[src/rtl/rv32_div_seq.sv]
// Purpose: multi-cycle DIV/DIVU/REM/REMU sequencer (radix-2 restoring) for the RV32 M extension.
// Latency: accept -> rsp_valid_o in XLEN+1 cycles; divide-by-zero and signed overflow in 1 cycle.
// Backpressure: result and tag are held in DONE until rsp_ready_i; no new request is accepted until IDLE.
//
// Ports:
//   clk, rst                   core clock, synchronous active-high reset
//   req_valid_i / req_ready_o  request handshake (ready only in IDLE)
//   op_i, rs1_i, rs2_i, tag_i  operation (00 DIV, 01 DIVU, 10 REM, 11 REMU), dividend, divisor, dest tag
//   flush_i                    abandon any operation, highest priority
//   rsp_valid_o / rsp_ready_i  response handshake
//   result_o, tag_o            registered quotient/remainder and captured tag
//   busy_o                     high in CALC or DONE
module rv32_div_seq #(
    parameter int XLEN  = 32,
    parameter int TAG_W = 5
) (
    input  logic             clk,
    input  logic             rst,
    input  logic             req_valid_i,
    output logic             req_ready_o,
    input  logic [1:0]       op_i,
    input  logic [XLEN-1:0]  rs1_i,
    input  logic [XLEN-1:0]  rs2_i,
    input  logic [TAG_W-1:0] tag_i,
    input  logic             flush_i,
    output logic             rsp_valid_o,
    input  logic             rsp_ready_i,
    output logic [XLEN-1:0]  result_o,
    output logic [TAG_W-1:0] tag_o,
    output logic             busy_o
);

    localparam int CNT_W = $clog2(XLEN);
    localparam logic [XLEN-1:0] XLEN_MIN = {1'b1, {(XLEN-1){1'b0}}};

    typedef enum logic [1:0] {
        S_IDLE,
        S_CALC,
        S_DONE
    } state_t;

    state_t state_q, state_d;

    logic [CNT_W-1:0] cnt_q, cnt_d;
    logic [XLEN-1:0]  rem_q, rem_d;       // partial remainder, always < divisor
    logic [XLEN-1:0]  quo_q, quo_d;       // dividend bits shifting out, quotient bits shifting in
    logic [XLEN-1:0]  dvs_q, dvs_d;       // divisor magnitude
    logic             dvd_neg_q, dvd_neg_d;
    logic             dvs_neg_q, dvs_neg_d;
    logic             rem_sel_q, rem_sel_d;
    logic [XLEN-1:0]  result_q, result_d;
    logic [TAG_W-1:0] tag_q, tag_d;

    // ------------------------------------------------------------------
    // Request decode
    // ------------------------------------------------------------------
    logic            accept;
    logic            is_signed;
    logic            rs1_neg, rs2_neg;
    logic [XLEN-1:0] rs1_mag, rs2_mag;
    logic            div_zero, sgn_ovf, special;
    logic [XLEN-1:0] special_res;
    logic            last_iter;

    assign accept    = req_valid_i && req_ready_o && !flush_i;
    assign is_signed = ~op_i[0];
    assign rs1_neg   = is_signed & rs1_i[XLEN-1];
    assign rs2_neg   = is_signed & rs2_i[XLEN-1];
    // The most negative value maps onto itself, which is its correct unsigned magnitude.
    assign rs1_mag   = rs1_neg ? -rs1_i : rs1_i;
    assign rs2_mag   = rs2_neg ? -rs2_i : rs2_i;

    assign div_zero  = (rs2_i == '0);
    assign sgn_ovf   = is_signed && (rs1_i == XLEN_MIN) && (rs2_i == '1);
    assign special   = div_zero || sgn_ovf;

    // Divide by zero wins over overflow: divisor 0 can never also be all ones.
    always_comb begin
        special_res = '0;
        if (div_zero) begin
            special_res = op_i[1] ? rs1_i : '1;
        end else begin
            special_res = op_i[1] ? '0 : XLEN_MIN;
        end
    end

    assign last_iter = (cnt_q == CNT_W'(XLEN - 1));

    // ------------------------------------------------------------------
    // One restoring step. The shifted remainder needs XLEN+1 bits because
    // it can reach 2*divisor-1 before the trial subtraction.
    // ------------------------------------------------------------------
    logic [XLEN:0]   rem_sh;
    logic [XLEN:0]   trial;
    logic [XLEN-1:0] rem_step;
    logic [XLEN-1:0] quo_step;
    logic [XLEN-1:0] quo_fix, rem_fix;

    assign rem_sh   = {rem_q, quo_q[XLEN-1]};
    assign trial    = rem_sh - {1'b0, dvs_q};
    assign rem_step = trial[XLEN] ? rem_sh[XLEN-1:0] : trial[XLEN-1:0];
    assign quo_step = {quo_q[XLEN-2:0], ~trial[XLEN]};
    assign quo_fix  = (dvd_neg_q ^ dvs_neg_q) ? -quo_step : quo_step;
    assign rem_fix  = dvd_neg_q ? -rem_step : rem_step;

    // ------------------------------------------------------------------
    // FSM: state register
    // ------------------------------------------------------------------
    always_ff @(posedge clk) begin
        if (rst) begin
            state_q <= S_IDLE;
        end else begin
            state_q <= state_d;
        end
    end

    // FSM: next state (flush outranks accept and the response handshake)
    always_comb begin
        state_d = state_q;
        if (flush_i) begin
            state_d = S_IDLE;
        end else begin
            case (state_q)
                S_IDLE:  if (accept) state_d = special ? S_DONE : S_CALC;
                S_CALC:  if (last_iter) state_d = S_DONE;
                S_DONE:  if (rsp_ready_i) state_d = S_IDLE;
                default: state_d = S_IDLE;
            endcase
        end
    end

    // FSM: outputs
    always_comb begin
        req_ready_o = (state_q == S_IDLE);
        rsp_valid_o = (state_q == S_DONE);
        busy_o      = (state_q != S_IDLE);
    end

    // ------------------------------------------------------------------
    // Datapath next-state
    // ------------------------------------------------------------------
    always_comb begin
        cnt_d     = cnt_q;
        rem_d     = rem_q;
        quo_d     = quo_q;
        dvs_d     = dvs_q;
        dvd_neg_d = dvd_neg_q;
        dvs_neg_d = dvs_neg_q;
        rem_sel_d = rem_sel_q;
        result_d  = result_q;
        tag_d     = tag_q;

        case (state_q)
            S_IDLE: begin
                if (accept) begin
                    tag_d     = tag_i;
                    rem_sel_d = op_i[1];
                    dvd_neg_d = rs1_neg;
                    dvs_neg_d = rs2_neg;
                    dvs_d     = rs2_mag;
                    quo_d     = rs1_mag;
                    rem_d     = '0;
                    cnt_d     = '0;
                    if (special) begin
                        result_d = special_res;
                    end
                end
            end
            S_CALC: begin
                rem_d = rem_step;
                quo_d = quo_step;
                cnt_d = cnt_q + CNT_W'(1);
                // Sign correction folded into the final iteration's result load.
                if (last_iter) begin
                    result_d = rem_sel_q ? rem_fix : quo_fix;
                end
            end
            default: ;
        endcase
    end

    always_ff @(posedge clk) begin
        if (rst) begin
            cnt_q     <= '0;
            rem_q     <= '0;
            quo_q     <= '0;
            dvs_q     <= '0;
            dvd_neg_q <= 1'b0;
            dvs_neg_q <= 1'b0;
            rem_sel_q <= 1'b0;
            result_q  <= '0;
            tag_q     <= '0;
        end else begin
            cnt_q     <= cnt_d;
            rem_q     <= rem_d;
            quo_q     <= quo_d;
            dvs_q     <= dvs_d;
            dvd_neg_q <= dvd_neg_d;
            dvs_neg_q <= dvs_neg_d;
            rem_sel_q <= rem_sel_d;
            result_q  <= result_d;
            tag_q     <= tag_d;
        end
    end

    assign result_o = result_q;
    assign tag_o    = tag_q;

endmodule

[config.mk]
export PLATFORM = sky130hd
export DESIGN_NAME = rv32_div_seq
export DESIGN_NICKNAME = d
export VERILOG_FILES = /design/src/rtl/rv32_div_seq.sv
export SDC_FILE = /design/constraint.sdc
export NUM_CORES = 1
export LEC_CHECK = 0
export CAP_MARGIN = 10
export CORE_MARGIN = 2
export CORE_UTILIZATION = 45
export DETAILED_ROUTE_END_ITERATION = 16
export HOLD_SLACK_MARGIN = 0.06
export PLACE_DENSITY = 0.65
export SETUP_SLACK_MARGIN = 0.05
export SLEW_MARGIN = 5
export SYNTH_ARGS = -nofsm -noshare
export SYNTH_HDL_FRONTEND = slang
export SYNTH_SLANG_ARGS = --single-unit
[constraint.sdc]
create_clock -name clk -period 10.6 [get_ports clk]
set_clock_uncertainty 0.05 [all_clocks]
set_input_delay 2.12 -clock clk [delete_from_list [all_inputs] [get_ports clk]]
set_output_delay 2.12 -clock clk [all_outputs]
set_load 0.1 [all_outputs]
==> flow_results.xml <==
<?xml version="1.0" encoding="UTF-8"?>
<metrics>
  <group name="status">
    <metric name="outcome" unit="">completed</metric>
  </group>
  <group name="timing">
    <metric name="fin_crit" unit="ns">6.05</metric>
    <metric name="setup_violations" unit="">0</metric>
    <metric name="slew_headroom" unit="%">19.6</metric>
    <metric name="timing.final.max_slew_violations" unit="">0</metric>
    <metric name="finalCritPeriodShare" unit="%">57.1</metric>
    <metric name="report.final.hold_viol_count" unit="">0</metric>
    <metric name="fmax" unit="MHz">165</metric>
    <metric name="timing_worst_slew_pin_value" unit="ns">1.20</metric>
    <metric name="setup_repair_after_global_routing_missed_its_margin" unit="">false</metric>
    <metric name="timing.setup.tns" unit="ns">0</metric>
  </group>
  <group name="worst_setup_path">
    <metric name="crit_path_max_incr_delay" unit="ns">0.62</metric>
    <metric name="end_kind" unit="">register</metric>
    <metric name="timing.critical_path.from_type" unit="">input pin</metric>
    <metric name="setup.worst_path.class" unit="">in2reg</metric>
    <metric name="crit_chain" unit="">clkdlybuf4s50_1, or4_1, nor4_1, nand3b_1, or3_1, nor3_2, nor3_1, nor2b_4, buf_4, nand2_1, nor3b_1, mux2i_1, a31oi_1</metric>
    <metric name="cpMaxStageDelayCell" unit="">sky130_fd_sc_hd__or4_1</metric>
    <metric name="timing.critical_path.required" unit="ns">10.90</metric>
    <metric name="worst-path-max-fanout" unit="">52</metric>
    <metric name="number_of_buffer_and_inverter_instances_along_the_worst_setup_path" unit="">2</metric>
    <metric name="largest_delay_share_family_worst_path" unit="">simple AND/OR/NAND/NOR gates</metric>
    <metric name="cp_data_arrival_time" unit="ns">6.34</metric>
  </group>
  <group name="power_and_ir_drop">
    <metric name="ir_drop" unit="mV">0.0679</metric>
    <metric name="power.leakage" unit="nW">4.89</metric>
    <metric name="total_power" unit="mW">1.65</metric>
    <metric name="pwr_density_cell" unit="nW/um2">123</metric>
  </group>
  <group name="yosys">
    <metric name="postSynthCellCount" unit="">1628</metric>
    <metric name="synthFlopType" unit="">sky130_fd_sc_hd__dfxtp_1</metric>
    <metric name="synth_top_family_by_area" unit="">compound AO/OA/AOI/OAI gates</metric>
    <metric name="synthSimpleGateAreaFrac" unit="%">24.4</metric>
    <metric name="compound_gate_fraction_of_synth_area" unit="%">28.5</metric>
    <metric name="synthArstFlopShare" unit="%">0</metric>
    <metric name="synth_common_cells" unit="">sky130_fd_sc_hd__nor2_1, sky130_fd_sc_hd__nand2_1, sky130_fd_sc_hd__a21oi_1, sky130_fd_sc_hd__dfxtp_1, sky130_fd_sc_hd__o21ai_0</metric>
    <metric name="synth_warnings" unit="">0</metric>
    <metric name="synth.largest_area_cell" unit="">sky130_fd_sc_hd__dfxtp_1</metric>
    <metric name="synth-seq-area-share" unit="%">24.6</metric>
    <metric name="synthesis.area_per_instance" unit="um2">7.14</metric>
    <metric name="synth_adder_area_share" unit="%">4.37</metric>
    <metric name="synth.distinct_cells" unit="">82</metric>
    <metric name="leading_post_synthesis_cells_by_cell_area" unit="">sky130_fd_sc_hd__dfxtp_1, sky130_fd_sc_hd__a21oi_1, sky130_fd_sc_hd__nor2_1</metric>
    <metric name="synth_area" unit="um2">11600</metric>
    <metric name="synth_edf_count" unit="">0</metric>
    <metric name="most_used_standard_cell_by_instance_count_after_synthesis" unit="">sky130_fd_sc_hd__nor2_1</metric>
    <metric name="synth_xor_area_share" unit="%">9.72</metric>
    <metric name="yosys.area.top_type_share" unit="%">24.6</metric>
    <metric name="synthesis.nets" unit="">1744</metric>
    <metric name="synth.mux.area_fraction" unit="%">2.56</metric>
    <metric name="ys_seq_elements" unit="">143</metric>
  </group>
  <group name="drt">
    <metric name="vias_per_cell" unit="">6.16</metric>
    <metric name="drt_first_iter_violations" unit="">1144</metric>
    <metric name="wirelength_met1" unit="um">17800</metric>
    <metric name="first_pass_iters" unit="">6</metric>
    <metric name="highest_layer_used_for_signal_routing" unit="">met5</metric>
    <metric name="routed_wire_length_per_instance" unit="um">19.5</metric>
    <metric name="routed-wl-met3" unit="um">3120</metric>
    <metric name="detail_route.wirelength" unit="um">39200</metric>
    <metric name="remaining_drc_errors" unit="">0</metric>
    <metric name="met2_wirelength" unit="um">17400</metric>
    <metric name="final_ant_viol_nets" unit="">0</metric>
    <metric name="vias" unit="">12400</metric>
  </group>
  <group name="clock_network">
    <metric name="cts_made_buffers" unit="">17</metric>
    <metric name="clockBufferDepth" unit="">2</metric>
    <metric name="tritoncts" unit="">built</metric>
    <metric name="cts_repair_resize_count" unit="">0</metric>
    <metric name="cts_root_buf" unit="">sky130_fd_sc_hd__clkbuf_16</metric>
    <metric name="cts.sink_count" unit="">143</metric>
    <metric name="post_cts_setup_buffers" unit="">0</metric>
    <metric name="postCtsHoldBufs" unit="">0</metric>
    <metric name="clock_latency" unit="ns">0.44</metric>
    <metric name="cts_max_level" unit="">4</metric>
    <metric name="clk_pin_slew" unit="ns">0.06</metric>
  </group>
  <group name="global_route">
    <metric name="first_global_vias" unit="">11200</metric>
    <metric name="maximum_number_of_pins_on_one_net_before_global_route_repair" unit="">88</metric>
    <metric name="grt_overflow" unit="">0</metric>
    <metric name="wire_length_of_the_first_global_routing_pass" unit="um">61900</metric>
    <metric name="grt_util_all_layers" unit="%">29.0</metric>
    <metric name="antenna_violations_before_repair" unit="">1</metric>
  </group>
  <group name="min_path">
    <metric name="hold_path_class" unit="">reg2reg</metric>
  </group>
  <group name="job">
    <metric name="drv_cap" unit="">0</metric>
  </group>
  <group name="final_layout">
    <metric name="layout.nets" unit="">1785</metric>
    <metric name="post_route_cells_drive_above_1_share" unit="%">5.11</metric>
    <metric name="area_growth" unit="%">16.1</metric>
    <metric name="diodes" unit="">0</metric>
  </group>
  <group name="die">
    <metric name="rows" unit="">58</metric>
    <metric name="floorplan.die.width" unit="um">165</metric>
    <metric name="floorplan.die.height" unit="um">165</metric>
    <metric name="start_util" unit="%">46.0</metric>
    <metric name="fp.coreArea" unit="um2">25300</metric>
    <metric name="fp.dieArea" unit="um2">27100</metric>
    <metric name="io-pin-count" unit="">116</metric>
  </group>
  <group name="placed_design">
    <metric name="portBuffers" unit="">115</metric>
    <metric name="dp_hpwl" unit="um">28700</metric>
    <metric name="place_congestion" unit="">0.921</metric>
  </group>
</metrics>
[cell usage in the layout, fill, tap and decap left out, types with 5 or more instances in the layout]
| cell type | netlist | final |
|---|---|---|
| sky130_fd_sc_hd__o31ai_1 | 15 | 15 |
| sky130_fd_sc_hd__o21ai_0 | 97 | 97 |
| sky130_fd_sc_hd__nor2_1 | 194 | 192 |
| sky130_fd_sc_hd__nand3_1 | 33 | 33 |
| sky130_fd_sc_hd__nor3_1 | 60 | 60 |
| sky130_fd_sc_hd__buf_4 | 0 | 17 |
| sky130_fd_sc_hd__nand2_1 | 169 | 168 |
| sky130_fd_sc_hd__and2_1 | 5 | 5 |
| sky130_fd_sc_hd__or2_2 | 6 | 6 |
| sky130_fd_sc_hd__and3_1 | 10 | 10 |
| sky130_fd_sc_hd__ha_1 | 39 | 39 |
| sky130_fd_sc_hd__nor2b_1 | 9 | 7 |
| sky130_fd_sc_hd__clkbuf_16 | 0 | 17 |
| sky130_fd_sc_hd__or4_1 | 11 | 11 |
| sky130_fd_sc_hd__a31oi_1 | 35 | 35 |
| sky130_fd_sc_hd__mux2_2 | 6 | 6 |
| sky130_fd_sc_hd__o41ai_1 | 9 | 9 |
| sky130_fd_sc_hd__o21ai_1 | 12 | 12 |
| sky130_fd_sc_hd__xor2_1 | 62 | 62 |
| sky130_fd_sc_hd__a211oi_1 | 36 | 36 |
| sky130_fd_sc_hd__o211ai_1 | 22 | 22 |
| sky130_fd_sc_hd__a311oi_1 | 19 | 19 |
| sky130_fd_sc_hd__o21a_1 | 7 | 7 |
| sky130_fd_sc_hd__a211o_1 | 5 | 5 |
| sky130_fd_sc_hd__dfxtp_1 | 143 | 143 |
| sky130_fd_sc_hd__a21oi_1 | 151 | 151 |
| sky130_fd_sc_hd__a221oi_1 | 6 | 6 |
| sky130_fd_sc_hd__clkdlybuf4s50_1 | 0 | 114 |
| sky130_fd_sc_hd__a21o_1 | 15 | 15 |
| sky130_fd_sc_hd__nand4_1 | 28 | 28 |
| sky130_fd_sc_hd__nor4_1 | 19 | 18 |
| sky130_fd_sc_hd__a41oi_1 | 5 | 5 |
| sky130_fd_sc_hd__a22oi_1 | 29 | 29 |
| sky130_fd_sc_hd__nand2b_1 | 16 | 16 |
| sky130_fd_sc_hd__mux2i_1 | 23 | 23 |
| sky130_fd_sc_hd__or3_1 | 25 | 25 |
| sky130_fd_sc_hd__inv_6 | 0 | 5 |
| sky130_fd_sc_hd__xnor2_1 | 67 | 66 |
| sky130_fd_sc_hd__inv_1 | 61 | 61 |
[cell type report]
class	instances	area [um2]
Clock buffer	19	443
Clock inverter	13	150
Fill cell	2547	11800
Inverter	63	238
Multi-Input combinational cell	1313	8120
Sequential cell	143	2860
Tap cell	330	413
Timing Repair Buffer	131	1270
[registers in the layout (all words and copies together) (netlist names)]
register / cells
quo_q: 32
state_q: 2
rem_sel_q: 1
result_o: 32
dvs_neg_q: 1
dvd_neg_q: 1
tag_o: 5
cnt_q: 5
rem_q: 32
dvs_q: 32
[worst paths after layout]
kind                                        startpoint                         to  slack, ns  depth (start not counted)
worst max-delay path                          rs2_i[4]  result_o[30]$_SDFFE_PP0P_       4.55                         13
worst max register to register  rem_q[12]$_SDFFE_PP0P_  result_o[20]$_SDFFE_PP0P_       5.28                         15
worst min-delay path             tag_o[3]$_SDFFE_PP0P_      tag_o[3]$_SDFFE_PP0P_       0.40                          2
worst min register to register   tag_o[3]$_SDFFE_PP0P_      tag_o[3]$_SDFFE_PP0P_       0.40                          2
[through the flow]
| stage | hold slack [ns] | std cells | cell area [um2] | setup slack [ns] | utilization (%) |
|---|---|---|---|---|---|
| floorplan | 0.382 | 1628 | 11600 | 5.68 | - |
| global placement | 0.390 | 1980 | 12900 | 4.35 | 51.1 |
| detailed placement | 0.396 | 1980 | 12900 | 4.23 | 51.1 |
| CTS | 0.405 | 2012 | 13500 | 4.67 | 53.4 |
| global route | 0.434 | 2012 | 13500 | 4.34 | 53.4 |
| finish | 0.404 | 2012 | 13500 | 4.55 | 53.4 |
[per-layer routing]
metal  vias up  track usage (%)
li1       6006                -
met1      5813             40.8
met2       522             45.2
met3        56             5.35
met4         2             8.26
met5         -                0
[power breakdown]
group	switching, mW	internal (mW)
Combinational	0.291	0.162
Sequential	0.0197	0.558
Clock	0.266	0.358
[worst reg2reg max path, stage by stage (launching register included)]
cell	delay, ns
sky130_fd_sc_hd__dfxtp_1	0.36
sky130_fd_sc_hd__ha_1	0.48
sky130_fd_sc_hd__a21oi_1	0.16
sky130_fd_sc_hd__o21ai_0	0.48
sky130_fd_sc_hd__a22oi_1	0.24
sky130_fd_sc_hd__a21boi_0	0.21
sky130_fd_sc_hd__o211a_1	0.22
sky130_fd_sc_hd__clkinv_2	0.55
sky130_fd_sc_hd__a21oi_1	0.54
sky130_fd_sc_hd__ha_1	0.37
sky130_fd_sc_hd__nand3_1	0.13
sky130_fd_sc_hd__o41a_1	0.45
sky130_fd_sc_hd__o31ai_2	0.30
sky130_fd_sc_hd__xor2_1	0.22
sky130_fd_sc_hd__nor3_1	0.08
sky130_fd_sc_hd__a2111oi_1	0.37
[kinds of logic after synthesis]
logic type      count (synthesis)
simple gates                  607
compound gates                508
buf+inv                       172
flops                         143
xor+xnor                      129
fa+ha+maj                      40
mux                            29
Power figures use the tool's default switching activity.
==> RTL edit: new RTL, same settings <==
Change the parameter `XLEN` from 32 to 16.
--- a/src/rtl/rv32_div_seq.sv
+++ b/src/rtl/rv32_div_seq.sv
@@ -13,3 +13,3 @@
 module rv32_div_seq #(
-    parameter int XLEN  = 32,
+    parameter int XLEN  = 16,
     parameter int TAG_W = 5
Interface: changed (resized result_o, rs1_i and rs2_i); port bits go from 116 to 68. No check against the original RTL was run, so the function may have changed too.
==> RTL edit against the unedited design <==
Non-clock buffer count decreased by 56; final area decreased by 48%; critical path type is now reg2reg; synthesized area decreased by 48%; count of clock-buffer cells in the layout decreased by 8; setup slack improved by 780 ps; wire length decreased by 52%; die area decreased by 47%; total power decreased by 35%; sequential cell count decreased by 65.
==> RTL edit: results (changes against the unedited design) <==
Status
  • Outcome: finished clean (unchanged)

Setup path
  • Reg-to-reg slack, setup: 5330 ps (was 5280 ps)
  • Reg2reg path depth: 19 (was 15)
  • CP Capture Point: result_o[14] (was result_o[30])
  • Crit Path Max Fanout: 22 (was 52)
  • Crit path DAT: 5430 ps (was 6340 ps)

Cells and area
  • Clock buffer cells: 11 (was 19)
  • Ratio of cells with drive above 1 in the final layout: 0.0558 (was 0.0511)
  • Multi-Input Combinational: 642 (was 1313)
  • Buffers excl. clock: 75 (was 131)
  • Multi-input gate share of total cell area: 0.583 (was 0.602)
  • Fin nets: 904 (was 1785)
  • Final clock-cell share: 0.0460 (was 0.0440)
  • Finished Core Util: 0.538 (was 0.534)
  • Logic inverters: 31 (was 63)
  • Non-clk buf share: 0.103 (was 0.0940)

Timing
  • Worst slew pin tran: 1170 ps (was 1200 ps)
  • Period Utilization, post-route: 0.497 (was 0.571)
  • WHS: 409 ps (was 404 ps)

Detailed routing
  • DR WL met2: 8460 um (was 17400 um)
  • Met3 WL: 1070 um (was 3120 um)
  • DR vias/cell: 6.11 (was 6.16)
  • Pre-antenna DRT Iters: 5 (was 6)
  • DRT met1 WL: 8630 um (was 17800 um)

Yosys
  • Synth top cells by count: 106 x nor2_1, 78 x dfxtp_1, 69 x a21oi_1 (was 194 x nor2_1, 169 x nand2_1, 151 x a21oi_1)
  • Syn_nets: 872 (was 1744)
  • Yosys cell types: 71 (was 82)
  • Syn_area_per_cell: 7.49 sq um (was 7.14 sq um)

Hold path
  • Worst Hold End: tag_o[1] (was tag_o[3])
  • Min-delay src: tag_o[1] (was tag_o[3])

Global routing
  • Grt met1 use: 0.364 (was 0.408)
  • Met3 usage: 0.0452 (was 0.0535)
  • Met2 GRT Util: 0.419 (was 0.452)
  • Largest net degree at the start of global routing: 81 (was 88)
  • Initial antenna violation count: 0 (was 1)

Clock tree
  • Total CTS buffers: 9 (was 17)
  • Worst skew pair latency: 350 ps (was 440 ps)

Place
  • Pre-CTS setup slack: 5110 ps (was 4230 ps)
  • Port Buffers: 67 (was 115)

Pwr
  • Worst IR Drop VDD: 0.0866 mV (was 0.0679 mV)
RTL edit: report_power, final:
part	leakage (nW)	total, mW	internal [mW]	switching, mW
Combinational	1.67	0.410	0.148	0.262
Clock	0.160	0.345	0.213	0.132
Sequential	0.634	0.323	0.307	0.0161
Total	2.46	1.08	0.667	0.410
RTL edit: critical path, cell delays in order, from the launching register on:
cell      delay (ps)
dfxtp_1          340
inv_1             60
ha_1             150
inv_1             50
fa_1             410
a211oi_2         330
o21ai_2          160
o2111a_2         330
o21a_4           290
nor2_4           470
inv_1             80
buf_4            230
a21oi_1          280
ha_1             260
nand2_1           70
nor4_1           590
a41oi_1          220
o41ai_1          400
mux2i_1          250
o211ai_1         100
RTL edit: cells by family after synthesis:
kind of cell | count (synthesis) | share of synthesized area
adders and majority gates | 23 | 0.0490
xor gates and xnor gates | 59 | 0.0857
DFF | 78 | 0.259
muxes | 10 | 0.0168
AOI/OAI and AO/OA | 262 | 0.305
and+or+nand+nor | 288 | 0.226
buffers and inverters | 85 | 0.0585
